File: src/rtl/music_pkg.sv
// Shared constants for the result-tune player: note codes, 50 MHz half-period
// table, tune indices, FSM state encoding and the ROM entry layout.
package music_pkg;

   localparam logic [3:0] REST  = 4'd0;
   localparam logic [3:0] DO    = 4'd1;
   localparam logic [3:0] RE    = 4'd2;
   localparam logic [3:0] MI    = 4'd3;
   localparam logic [3:0] FA    = 4'd4;
   localparam logic [3:0] SOL   = 4'd5;
   localparam logic [3:0] LA    = 4'd6;
   localparam logic [3:0] SI    = 4'd7;
   localparam logic [3:0] H_DO  = 4'd8;
   localparam logic [3:0] H_RE  = 4'd9;
   localparam logic [3:0] H_MI  = 4'd10;
   localparam logic [3:0] H_FA  = 4'd11;
   localparam logic [3:0] H_SOL = 4'd12;
   localparam logic [3:0] H_LA  = 4'd13;
   localparam logic [3:0] H_SI  = 4'd14;

   // Half-period in 50 MHz cycles; code 15 is unused and clamps to 1.
   localparam logic [17:0] NOTE_HALF [0:15] = '{
      18'd0,     18'd95556, 18'd85131, 18'd75843,
      18'd71586, 18'd63776, 18'd56818, 18'd50620,
      18'd47778, 18'd42566, 18'd37921, 18'd35793,
      18'd31888, 18'd28409, 18'd25310, 18'd0
   };

   localparam logic [1:0] TUNE_OK   = 2'd0;
   localparam logic [1:0] TUNE_NEG  = 2'd1;
   localparam logic [1:0] TUNE_ZERO = 2'd2;

   typedef enum logic [1:0] {
      ST_IDLE = 2'd0,
      ST_LOAD = 2'd1,
      ST_PLAY = 2'd2,
      ST_DONE = 2'd3
   } music_state_e;

   typedef struct packed {
      logic [3:0] note;
      logic [1:0] beats;
   } tune_entry_t;

   function automatic logic [17:0] shifted_half(input logic [3:0] note, input int unsigned shr);
      logic [17:0] v;
      v = NOTE_HALF[note] >> shr;
      if (v == 18'd0) begin
         return 18'd1;
      end else begin
         return v;
      end
   endfunction

endpackage

File: src/rtl/music_player_if.sv
// Handshake and tone bundle between the calculator core and the music player.
interface music_player_if;
   logic       IN_music_on;
   logic       IN_neg_ans;
   logic       IN_zero;
   logic       OUT_buzzer;
   logic       OUT_music_on;
   logic       OUT_playing;
   logic [3:0] OUT_note;

   modport master (
      output IN_music_on, IN_neg_ans, IN_zero,
      input  OUT_buzzer, OUT_music_on, OUT_playing, OUT_note
   );

   modport slave (
      input  IN_music_on, IN_neg_ans, IN_zero,
      output OUT_buzzer, OUT_music_on, OUT_playing, OUT_note
   );
endinterface

File: src/rtl/music_tune_rom.sv
// Combinational tune ROM: three 8-entry tunes of {note, beats}; tune 3 is silent.
module music_tune_rom
   import music_pkg::*;
(
   input  logic [1:0]  tune,
   input  logic [2:0]  idx,
   output tune_entry_t entry
);

   // tune/index lookup, anything unlisted is a one-beat rest
   always_comb begin
      entry = '{REST, 2'd0};
      case ({tune, idx})
         {TUNE_OK,   3'd0}: entry = '{DO,   2'd1};
         {TUNE_OK,   3'd1}: entry = '{MI,   2'd0};
         {TUNE_OK,   3'd2}: entry = '{SOL,  2'd0};
         {TUNE_OK,   3'd3}: entry = '{H_DO, 2'd1};
         {TUNE_OK,   3'd4}: entry = '{SOL,  2'd0};
         {TUNE_OK,   3'd5}: entry = '{H_DO, 2'd0};
         {TUNE_OK,   3'd6}: entry = '{H_MI, 2'd0};
         {TUNE_OK,   3'd7}: entry = '{H_DO, 2'd2};
         {TUNE_NEG,  3'd0}: entry = '{SOL,  2'd1};
         {TUNE_NEG,  3'd1}: entry = '{FA,   2'd0};
         {TUNE_NEG,  3'd2}: entry = '{MI,   2'd0};
         {TUNE_NEG,  3'd3}: entry = '{RE,   2'd0};
         {TUNE_NEG,  3'd4}: entry = '{DO,   2'd1};
         {TUNE_NEG,  3'd5}: entry = '{REST, 2'd0};
         {TUNE_NEG,  3'd6}: entry = '{LA,   2'd0};
         {TUNE_NEG,  3'd7}: entry = '{DO,   2'd2};
         {TUNE_ZERO, 3'd0}: entry = '{MI,   2'd0};
         {TUNE_ZERO, 3'd1}: entry = '{MI,   2'd0};
         {TUNE_ZERO, 3'd2}: entry = '{REST, 2'd0};
         {TUNE_ZERO, 3'd3}: entry = '{MI,   2'd0};
         {TUNE_ZERO, 3'd4}: entry = '{REST, 2'd0};
         {TUNE_ZERO, 3'd5}: entry = '{DO,   2'd0};
         {TUNE_ZERO, 3'd6}: entry = '{MI,   2'd1};
         {TUNE_ZERO, 3'd7}: entry = '{SOL,  2'd3};
         default:           entry = '{REST, 2'd0};
      endcase
   end

endmodule

File: src/rtl/music_player.sv
// Plays one of three result tunes on a square-wave buzzer when the core requests it.
// Build option MUSIC_ARTIC_EN silences the last BEAT_CYCLES/8 cycles of every note.
module music_player
   import music_pkg::*;
#(
   parameter int unsigned BEAT_CYCLES = 12_500_000,
   parameter int unsigned TONE_SHR    = 0,
   parameter int unsigned TUNE_LEN    = 8
) (
   input logic           IN_clk,
   input logic           IN_rst_n,
   music_player_if.slave bus
);

   localparam logic [1:0]  S_IDLE   = ST_IDLE;
   localparam logic [1:0]  S_LOAD   = ST_LOAD;
   localparam logic [1:0]  S_PLAY   = ST_PLAY;
   localparam logic [1:0]  S_DONE   = ST_DONE;
   localparam logic [2:0]  LAST_IDX = 3'(TUNE_LEN - 1);
   localparam logic [25:0] BEAT_26  = 26'(BEAT_CYCLES);
`ifdef MUSIC_ARTIC_EN
   localparam logic [25:0] ARTIC_26 = 26'(BEAT_CYCLES / 8);
`endif

   logic [1:0]  state_r;
   logic        req_r;
   logic [1:0]  tune_r;
   logic [2:0]  idx_r;
   logic [3:0]  note_r;
   logic [17:0] half_r;
   logic [17:0] tone_cnt_r;
   logic [25:0] beat_cnt_r;
   logic        buzzer_r;
   logic        music_on_r;
   logic        playing_r;

   tune_entry_t entry_s;
   logic        start_s;
   logic        silence_s;
   logic [1:0]  tune_sel_s;
   logic [17:0] half_load_s;
   logic [25:0] beat_load_s;

   music_tune_rom u_rom (
      .tune  (tune_r),
      .idx   (idx_r),
      .entry (entry_s)
   );

   // start detection, tune priority and per-entry load values
   always_comb begin
      tune_sel_s  = TUNE_OK;
      start_s     = bus.IN_music_on & ~req_r & (state_r == S_IDLE);
      half_load_s = shifted_half(entry_s.note, TONE_SHR);
      beat_load_s = (({24'd0, entry_s.beats} + 26'd1) * BEAT_26) - 26'd1;
      if (bus.IN_zero) begin
         tune_sel_s = TUNE_ZERO;
      end else if (bus.IN_neg_ans) begin
         tune_sel_s = TUNE_NEG;
      end else begin
         tune_sel_s = TUNE_OK;
      end
`ifdef MUSIC_ARTIC_EN
      silence_s = (note_r == REST) || (beat_cnt_r <= ARTIC_26);
`else
      silence_s = (note_r == REST);
`endif
   end

   // sequencer FSM with tone/beat counters and registered outputs
   always_ff @(posedge IN_clk or negedge IN_rst_n) begin
      if (!IN_rst_n) begin
         state_r    <= S_IDLE;
         req_r      <= 1'b0;
         tune_r     <= 2'd0;
         idx_r      <= 3'd0;
         note_r     <= 4'd0;
         half_r     <= 18'd0;
         tone_cnt_r <= 18'd0;
         beat_cnt_r <= 26'd0;
         buzzer_r   <= 1'b0;
         music_on_r <= 1'b1;
         playing_r  <= 1'b0;
      end else begin
         req_r <= bus.IN_music_on;
         case (state_r)
            S_IDLE: begin
               music_on_r <= 1'b1;
               if (start_s) begin
                  tune_r  <= tune_sel_s;
                  idx_r   <= 3'd0;
                  state_r <= S_LOAD;
               end
            end
            S_LOAD: begin
               if (!bus.IN_music_on) begin
                  state_r   <= S_IDLE;
                  buzzer_r  <= 1'b0;
                  playing_r <= 1'b0;
                  note_r    <= 4'd0;
                  idx_r     <= 3'd0;
               end else begin
                  note_r     <= entry_s.note;
                  half_r     <= half_load_s;
                  tone_cnt_r <= half_load_s - 18'd1;
                  beat_cnt_r <= beat_load_s;
                  playing_r  <= 1'b1;
                  buzzer_r   <= 1'b0;
                  state_r    <= S_PLAY;
               end
            end
            S_PLAY: begin
               if (!bus.IN_music_on) begin
                  state_r   <= S_IDLE;
                  buzzer_r  <= 1'b0;
                  playing_r <= 1'b0;
                  note_r    <= 4'd0;
                  idx_r     <= 3'd0;
               end else if (beat_cnt_r == 26'd0) begin
                  buzzer_r <= 1'b0;
                  if (idx_r == LAST_IDX) begin
                     state_r    <= S_DONE;
                     music_on_r <= 1'b0;
                     playing_r  <= 1'b0;
                     note_r     <= 4'd0;
                     idx_r      <= 3'd0;
                  end else begin
                     idx_r   <= idx_r + 3'd1;
                     state_r <= S_LOAD;
                  end
               end else begin
                  beat_cnt_r <= beat_cnt_r - 26'd1;
                  // silence also freezes the tone counter so rests cost nothing
                  if (silence_s) begin
                     buzzer_r <= 1'b0;
                  end else if (tone_cnt_r == 18'd0) begin
                     tone_cnt_r <= half_r - 18'd1;
                     buzzer_r   <= ~buzzer_r;
                  end else begin
                     tone_cnt_r <= tone_cnt_r - 18'd1;
                  end
               end
            end
            S_DONE: begin
               music_on_r <= 1'b1;
               state_r    <= S_IDLE;
            end
            default: begin
               state_r    <= S_IDLE;
               buzzer_r   <= 1'b0;
               playing_r  <= 1'b0;
               note_r     <= 4'd0;
               idx_r      <= 3'd0;
               music_on_r <= 1'b1;
            end
         endcase
      end
   end

   assign bus.OUT_buzzer   = buzzer_r;
   assign bus.OUT_music_on = music_on_r;
   assign bus.OUT_playing  = playing_r;
   assign bus.OUT_note     = note_r;

endmodule

File: src/flat_wrapper.sv
// flat-port wrapper written by rule: the top's interface ports become plain ports
module music_player_flat import music_pkg::*;
#(
   parameter int unsigned BEAT_CYCLES = 12_500_000,
   parameter int unsigned TONE_SHR    = 0,
   parameter int unsigned TUNE_LEN    = 8
)
  (IN_clk, IN_rst_n, bus_IN_music_on, bus_IN_neg_ans, bus_IN_zero, bus_OUT_buzzer, bus_OUT_music_on, bus_OUT_playing, bus_OUT_note);
  music_player_if bus_i ();
  input logic IN_clk;
  input logic IN_rst_n;
  input wire logic [$bits(bus_i.IN_music_on)-1:0] bus_IN_music_on;
  input wire logic [$bits(bus_i.IN_neg_ans)-1:0] bus_IN_neg_ans;
  input wire logic [$bits(bus_i.IN_zero)-1:0] bus_IN_zero;
  output wire logic [$bits(bus_i.OUT_buzzer)-1:0] bus_OUT_buzzer;
  output wire logic [$bits(bus_i.OUT_music_on)-1:0] bus_OUT_music_on;
  output wire logic [$bits(bus_i.OUT_playing)-1:0] bus_OUT_playing;
  output wire logic [$bits(bus_i.OUT_note)-1:0] bus_OUT_note;
  assign bus_i.IN_music_on = bus_IN_music_on;
  assign bus_i.IN_neg_ans = bus_IN_neg_ans;
  assign bus_i.IN_zero = bus_IN_zero;
  assign bus_OUT_buzzer = bus_i.OUT_buzzer;
  assign bus_OUT_music_on = bus_i.OUT_music_on;
  assign bus_OUT_playing = bus_i.OUT_playing;
  assign bus_OUT_note = bus_i.OUT_note;
  music_player #(.BEAT_CYCLES(BEAT_CYCLES), .TONE_SHR(TONE_SHR), .TUNE_LEN(TUNE_LEN)) u_core (.IN_clk(IN_clk), .IN_rst_n(IN_rst_n), .bus(bus_i));
endmodule
File: config.mk
export PLATFORM = sky130hd
export DESIGN_NAME = music_player_flat
export DESIGN_NICKNAME = d
export VERILOG_FILES = /design/src/rtl/music_pkg.sv /design/src/rtl/music_player_if.sv /design/src/rtl/music_tune_rom.sv /design/src/rtl/music_player.sv /design/src/flat_wrapper.sv
export SDC_FILE = /design/constraint.sdc
export NUM_CORES = 1
export LEC_CHECK = 0
export CAP_MARGIN = 10
export CORE_MARGIN = 2
export CORE_UTILIZATION = 45
export DETAILED_ROUTE_END_ITERATION = 10
export GPL_ROUTABILITY_DRIVEN = 1
export PLACE_DENSITY_LB_ADDON = 0.1
export SETUP_SLACK_MARGIN = 0.05
export SKIP_LAST_GASP = 1
export SYNTH_ARGS = -nofsm -noshare
export SYNTH_HDL_FRONTEND = slang
export SYNTH_SLANG_ARGS = --single-unit
File: constraint.sdc
create_clock -name IN_clk -period 4.6 [get_ports IN_clk]
set_clock_uncertainty 0.15 [all_clocks]
set_input_delay 0.92 -clock IN_clk [delete_from_list [all_inputs] [get_ports IN_clk]]
set_output_delay 0.92 -clock IN_clk [all_outputs]
set_load 0.1 [all_outputs]
### Word-level counts from Yosys, hierarchy flattened

Memory sizes are Yosys's and may differ from the RTL's.
Cells that the tools add are included.
W data, S select, Z words.

| cells by class | value |
|---|---|
| add/subtract/negate cells | 7 |
| $mul | 1 |
| order comparisons | 1 |
| equality and inequality tests | 15 |
| muxes and demuxes | 44 |
| bitwise logic cells | 5 |
| reductions and logical operators | 18 |

Operator list:

| operator | number |
|---|---|
| $mux W18 | 8 |
| $mux W26 | 3 |
| $sub A18 B1 Y18 const B | 3 |
| $pmux W26 S2 | 1 |
| $sub A26 B1 Y26 const B | 2 |
| $logic_not A18 Y1 | 2 |
| $pmux W18 S2 | 1 |
| $logic_not A26 Y1 | 1 |
| $mul A26 B19 Y21 const B | 1 |
| $mux W4 | 4 |
| $mux W3 | 5 |
| $mux W2 | 6 |
| $reduce_and A4 Y1 | 3 |
| $mux W1 | 10 |
| $ne A2 B2 Y1 const B | 5 |
| $pmux W3 S3 | 1 |
| $pmux W2 S4 | 1 |
| $pmux W4 S2 | 1 |
| $reduce_and A2 Y1 | 4 |
| $ne A2 B1 Y1 const B | 3 |
| $ne A3 B2 Y1 const B | 2 |
| $pmux W1 S2 | 3 |
| $ge A5 B5 Y1 const B | 1 |
| $ne A5 B2 Y1 const B | 1 |
| 15 further kinds | 19 |

| word-level totals | value |
|---|---|
| bits in registers | 77 |
| memory bits (read-only) | 480 |
| output and inout bits | 7 |
| memories kept | 2 |

Memories:

| memory | words | bits a word | rd ports | clocked after memory_dff | write ports | RTL line | source |
|---|---|---|---|---|---|---|---|
| (name not given) | 16 | 18 | 1 | 0 | 0 | music_pkg.sv:47 | `v = NOTE_HALF[note] >> shr;` |
| (name not given) | 32 | 6 | 1 | 0 | 0 | music_tune_rom.sv:13 | `case ({tune, idx})` |

### Depth between registers and ports, before layout

An unclocked memory read counts as a cell.

| depth | value |
|---|---|
| depth after elaboration | 10 |
| depth in mapped cells | 22 |
| mapped depth without buffers | 20 |

### Modules after synthesis

A second synthesis with hierarchy kept.

| unflattened totals | value |
|---|---|
| cells, all modules | 669 |
| area total of the unflattened synthesis | 5651.7 µm² |

Modules (own cells, without submodules):

| module | times used | cells an instance | area each (µm²) | sequential area each (µm²) |
|---|---|---|---|---|
| music_player | 1 | 629 | 5343.9 | 1903.1 |
| music_tune_rom | 1 | 40 | 307.8 | 0.0 |

### Worst setup path after synthesis

Ideal clock, no wire load.

| path | value |
|---|---|
| path kind | register to register |
| start point | register u_core.idx_r[0] |
| end point | register u_core.tone_cnt_r[10] |
| library setup time | 83 ps |
| arrival time | 4074 ps |
| data required time | 4367 ps |
| path slack | 293 ps |
| cell stages (with the launch flop) | 22 |
| buffers on the path | 2 |
| clock period less this slack | 4307 ps |
| cell sequence | dfrtp_1 -> inv_1 -> ha_1 -> inv_1 -> a221oi_2 -> and2_1 -> buf_4 -> inv_2 -> ha_1 -> or4_1 -> o311a_1 -> a2111oi_0 -> nand4_1 -> nand2b_1 -> o21ai_0 -> ha_1 -> inv_1 -> or2_1 -> clkbuf_1 -> nor3_1 -> xnor2_1 -> o21ai_0 |

| between the ends | value |
|---|---|
| longest elaborated chain between the ends | 10 |

RTL lines:

| item | RTL line | source |
|---|---|---|
| start: declaration | music_player.sv:28 | `logic [2:0] idx_r;` |
| start signal: assignment | music_player.sv:128 | `idx_r <= idx_r + 3'd1;` |
| $mem_v2 Z32 W6 (*) | -- |  |
| $not A4 Y5 (not written as such) (*) | music_pkg.sv:47 |  |
| $mem_v2 Z16 W18 (*) | -- |  |
| $mux W18 (not written as such) (*) (2 in a row) | music_pkg.sv:47 |  |
| $logic_not A18 Y1 | music_pkg.sv:48 | `if (v == 18'd0) begin` |
| $mux W18 (*) | music_pkg.sv:48 |  |
| $sub A18 B1 Y18 (*) | music_player.sv:105 | `tone_cnt_r <= half_load_s - 18'd1;` |
| $mux W18 (*) | music_player.sv:96 | `if (!bus.IN_music_on) begin` |
| $pmux W18 S2 (*) | music_player.sv:86 | `case (state_r)` |
| end signal: assignment | music_player.sv:105 |  |
| end signal: assignment | music_player.sv:137 | `tone_cnt_r <= half_r - 18'd1;` |
| end signal: assignment | music_player.sv:140 | `tone_cnt_r <= tone_cnt_r - 18'd1;` |
| end: declaration | music_player.sv:31 | `logic [17:0] tone_cnt_r;` |

Every way passes the cells marked *; elsewhere a longest branch is shown, timed or not. The select of a mux whose other input is x is not followed.
A chain may end at the register's enable or synchronous reset.

### Final worst setup path

| path | value |
|---|---|
| start point | register u_core.idx_r[1] |
| end point | register u_core.tone_cnt_r[17] |

Same word-level chain as after synthesis.

==> flow_summary_export.csv <==
group,metric,value,unit
timing,finalCriticalPeriod,4295,ps
floorplanning,ioPinCount,12,
critical_path,worstSetupPathType,"reg -> reg",
cells_and_area,num-nets-final,712,
timing,worst_pin_slew,1003,ps
floorplanning,core,0.01206,sq mm
power_and_ir_drop,p_leak,2.560,nW
routing,via_per_inst,5.972,
critical_path,required,4670,ps
hold_path,holdCritPathClass,"reg -> reg",
timing,hold_ws,335.4,ps
synthesis,syn-cell-area,0.005569,sq mm
synthesis,postSynthCellCount,653,
global_route,grt_max_degree,77,
routing,drcViolationCount,0,
synthesis,ys_seq_area_frac,0.3417,
timing,finalSetupViolCount,0,
timing,setup_ws,305.0,ps
cells_and_area,drive_above_1_share,0.1587,
synthesis,synthTopCellsByArea,"dfrtp_1, ha_1, o21ai_0, nand2_1, a21oi_1",
cells_and_area,final_cell_mix,"dfrtp_1, nand2_1, o21ai_0",
synthesis,yosys_warnings,0,
timing,hold_viol,0,
placement,post-place-ws,-48.85,ps
timing,max-slew-margin-rel,0.3312,
placement,place_hpwl,11190,um
critical_path,endpoint_kind,"flop",
critical_path,crit_fanout,8,
clock_network,cts_num_sinks,76,
routing,wl_per_cell,18.31,um
placement,gp_congestion,0.9067,
critical_path,crit_arrival,4360,ps
clock_network,clock_latency,340,ps
synthesis,synth.top_cell.area_share,0.3370,
timing,rsz0062_at_grt,"yes",
clock_network,cts_buffers,9,
cells_and_area,area_delta_synth_final,14.13,%
clock_network,clockBufferDepth,2,
power_and_ir_drop,max-vdd-ir-drop,0.5480,mV
timing,period_share,0.9337,
floorplanning,die_w,115.2,um
global_route,grt_antenna_before_repair,0,
routing,drt_iter0_markers,457,
power_and_ir_drop,clkPwrFrac,0.151,
job,maxCapViolCount,0,
power_and_ir_drop,p_switching,0.002483,W
power_and_ir_drop,combPwrFrac,0.620,
floorplanning,rows,40,
global_route,track_usage,0.2536,
synthesis,synth_flop_cell,"dfrtp_1",
clock_network,h-tree-depth,3,
timing,slew_viol_final,0,
synthesis,yosysUniqueCellTypes,86,
global_route,grt_first_pass_wirelength,26140,um
global_route,grt-ovfl-total,0,
critical_path,critPathLaunchType,"flop",
clock_network,cts_tree,"done",
timing,fmax,232.8,MHz
floorplanning,die_area,0.01328,sq mm
cells_and_area,fillCellCount,1129,
synthesis,synth-edff-count,0,
floorplanning,start_util,0.4617,
routing,ant_nets,0,
power_and_ir_drop,power_density,815.7,mW/mm^2
power_and_ir_drop,seqPwrFrac,0.229,
placement,io_buffers,11,
synthesis,async_flop_share,1.000,
floorplanning,die_h,115.2,um
clock_network,cts.hold.buffers_added,0,
routing,vias,5106,
cells_and_area,layout_commonest_cell,"dfrtp_1",
power_and_ir_drop,p_int,0.002702,W
clock_network,path_clk_slew,60,ps
synthesis,syn_nets,682,
outcome,status,"finished, final reports clean",
routing,wirelength,15650,um
global_route,grt_pass1_vias,4756,
power_and_ir_drop,sw_frac_of_total,0.4789,
cells_and_area,num_antenna_cells,0,
synthesis,ys_seq_elements,76,
synthesis,synth_area_per_cell,8.528,sq um
synthesis,synth_top_area_cell,"dfrtp_1",
routing,firstDrtPassIters,5,
clock_network,clockRootBuffer,"clkbuf_16",
==> metrics by stage <==
step,util,total power (W),instance area [sq um],std cells,TNS [ps]
floorplan,-,0.003422,5569,653,0
global placement,0.4979,0.004314,6006,840,0
detailed placement,0.4979,0.004335,6006,840,-260.5
CTS,0.5248,0.005147,6330,855,0
global route,0.5270,0.005649,6356,855,0
finish,0.5270,0.005185,6356,855,0
==> worst max-delay path, stage by stage (launching register included) <==
cell and delay (ps):
dfrtp_1 440, inv_1 120, ha_1 300, or2b_1 90, a21oi_1 80, or3_4 410, ha_1 310, buf_4 180
nand3_1 140, a22oi_1 120, o41a_1 460, nor2_2 140, nand4b_1 190, or2_1 300, or4_1 560, xor2_1 170
==> power by group through the flow <==
stage / clock network, W / registers, W / logic [W]
floorplan: 0 / 0.00120 / 0.00222
global placement: 0 / 0.00118 / 0.00313
detailed placement: 0 / 0.00119 / 0.00314
CTS: 0.000797 / 0.00118 / 0.00317
global route: 0.000833 / 0.00123 / 0.00359
finish: 0.000781 / 0.00119 / 0.00322
==> kinds of logic after synthesis <==
group	share of synthesized area
adder cells (fa/ha/maj)	0.05392
XOR/XNOR	0.02516
buffers and inverters	0.05549
AND/OR/NAND/NOR	0.2424
flip-flops	0.3417
multiplexers	0.02561
AO/OA/AOI/OAI	0.2557
==> final cells by class <==
cell class                      count  area, sq um  area share
Clock buffer                       11        242.7     0.03819
Timing Repair Buffer               57        452.9     0.07126
Inverter                           21        78.83     0.01240
Sequential cell                    76         1903      0.2994
Clock inverter                      4        73.82     0.01161
Tap cell                          168        210.2     0.03307
Multi-Input combinational cell    518         3395      0.5341
==> per-layer routing <==
layer | vias to the layer above | routed length, um | GRT usage
met4 | 0 | 330 | 0.08916
met3 | 26 | 663 | 0.03637
met5 | - | 0 | 0
met1 | 2464 | 7402 | 0.3686
met2 | 131 | 7255 | 0.3859
li1 | 2485 | - | -
==> synth_stat cells, drive strengths merged (10+ instances only) <==
cell    count
nor2       51
dfrtp      75
o31a       10
o21ai      69
nand3      19
ha         24
nor3       29
buf        27
or3        14
a21oi      47
xnor2      10
a211oi     15
inv        21
nand2      73
clkbuf     11
or4        12
nor4       15
==> state kept, by name (all words and copies together) (netlist names) <==
register and flops:
u_core.beat_cnt_r 26, u_core.bus.OUT_buzzer 1, u_core.bus.OUT_music_on 1, u_core.bus.OUT_note 4, u_core.bus.OUT_playing 1, u_core.half_r 17
u_core.idx_r 3, u_core.req_r 1, u_core.state_r 2, u_core.tone_cnt_r 18, u_core.tune_r 2
==> repair_timing <==
item | 4_1_cts | 5_1_grt
gates resized for setup | 3 | 6
buffers inserted | 0 | 0
gates cloned | 0 | 0
endpoints found under the setup margin | 7 | 8
pin swaps | 0 | 0
endpoints found under the hold margin | 0 | 0
==> final timing paths <==
| kind | start | endpoint | slack [ps] | cells past startpoint |
|---|---|---|---|---|
| setup reg to reg | u_core.idx_r[1] | u_core.tone_cnt_r[17] | 300 | 15 |
| hold / removal | u_core.half_r[13] | u_core.half_r[13] | 340 | 2 |
| setup / recovery | u_core.idx_r[1] | u_core.tone_cnt_r[17] | 300 | 15 |
| min in group asynchronous | IN_rst_n | u_core.idx_r[0] | 580 | 1 |
| max in group asynchronous | IN_rst_n | u_core.half_r[0] | 3050 | 1 |
| hold reg to reg | u_core.half_r[13] | u_core.half_r[13] | 340 | 2 |
No activity file was read; power rests on OpenSTA's default activity.
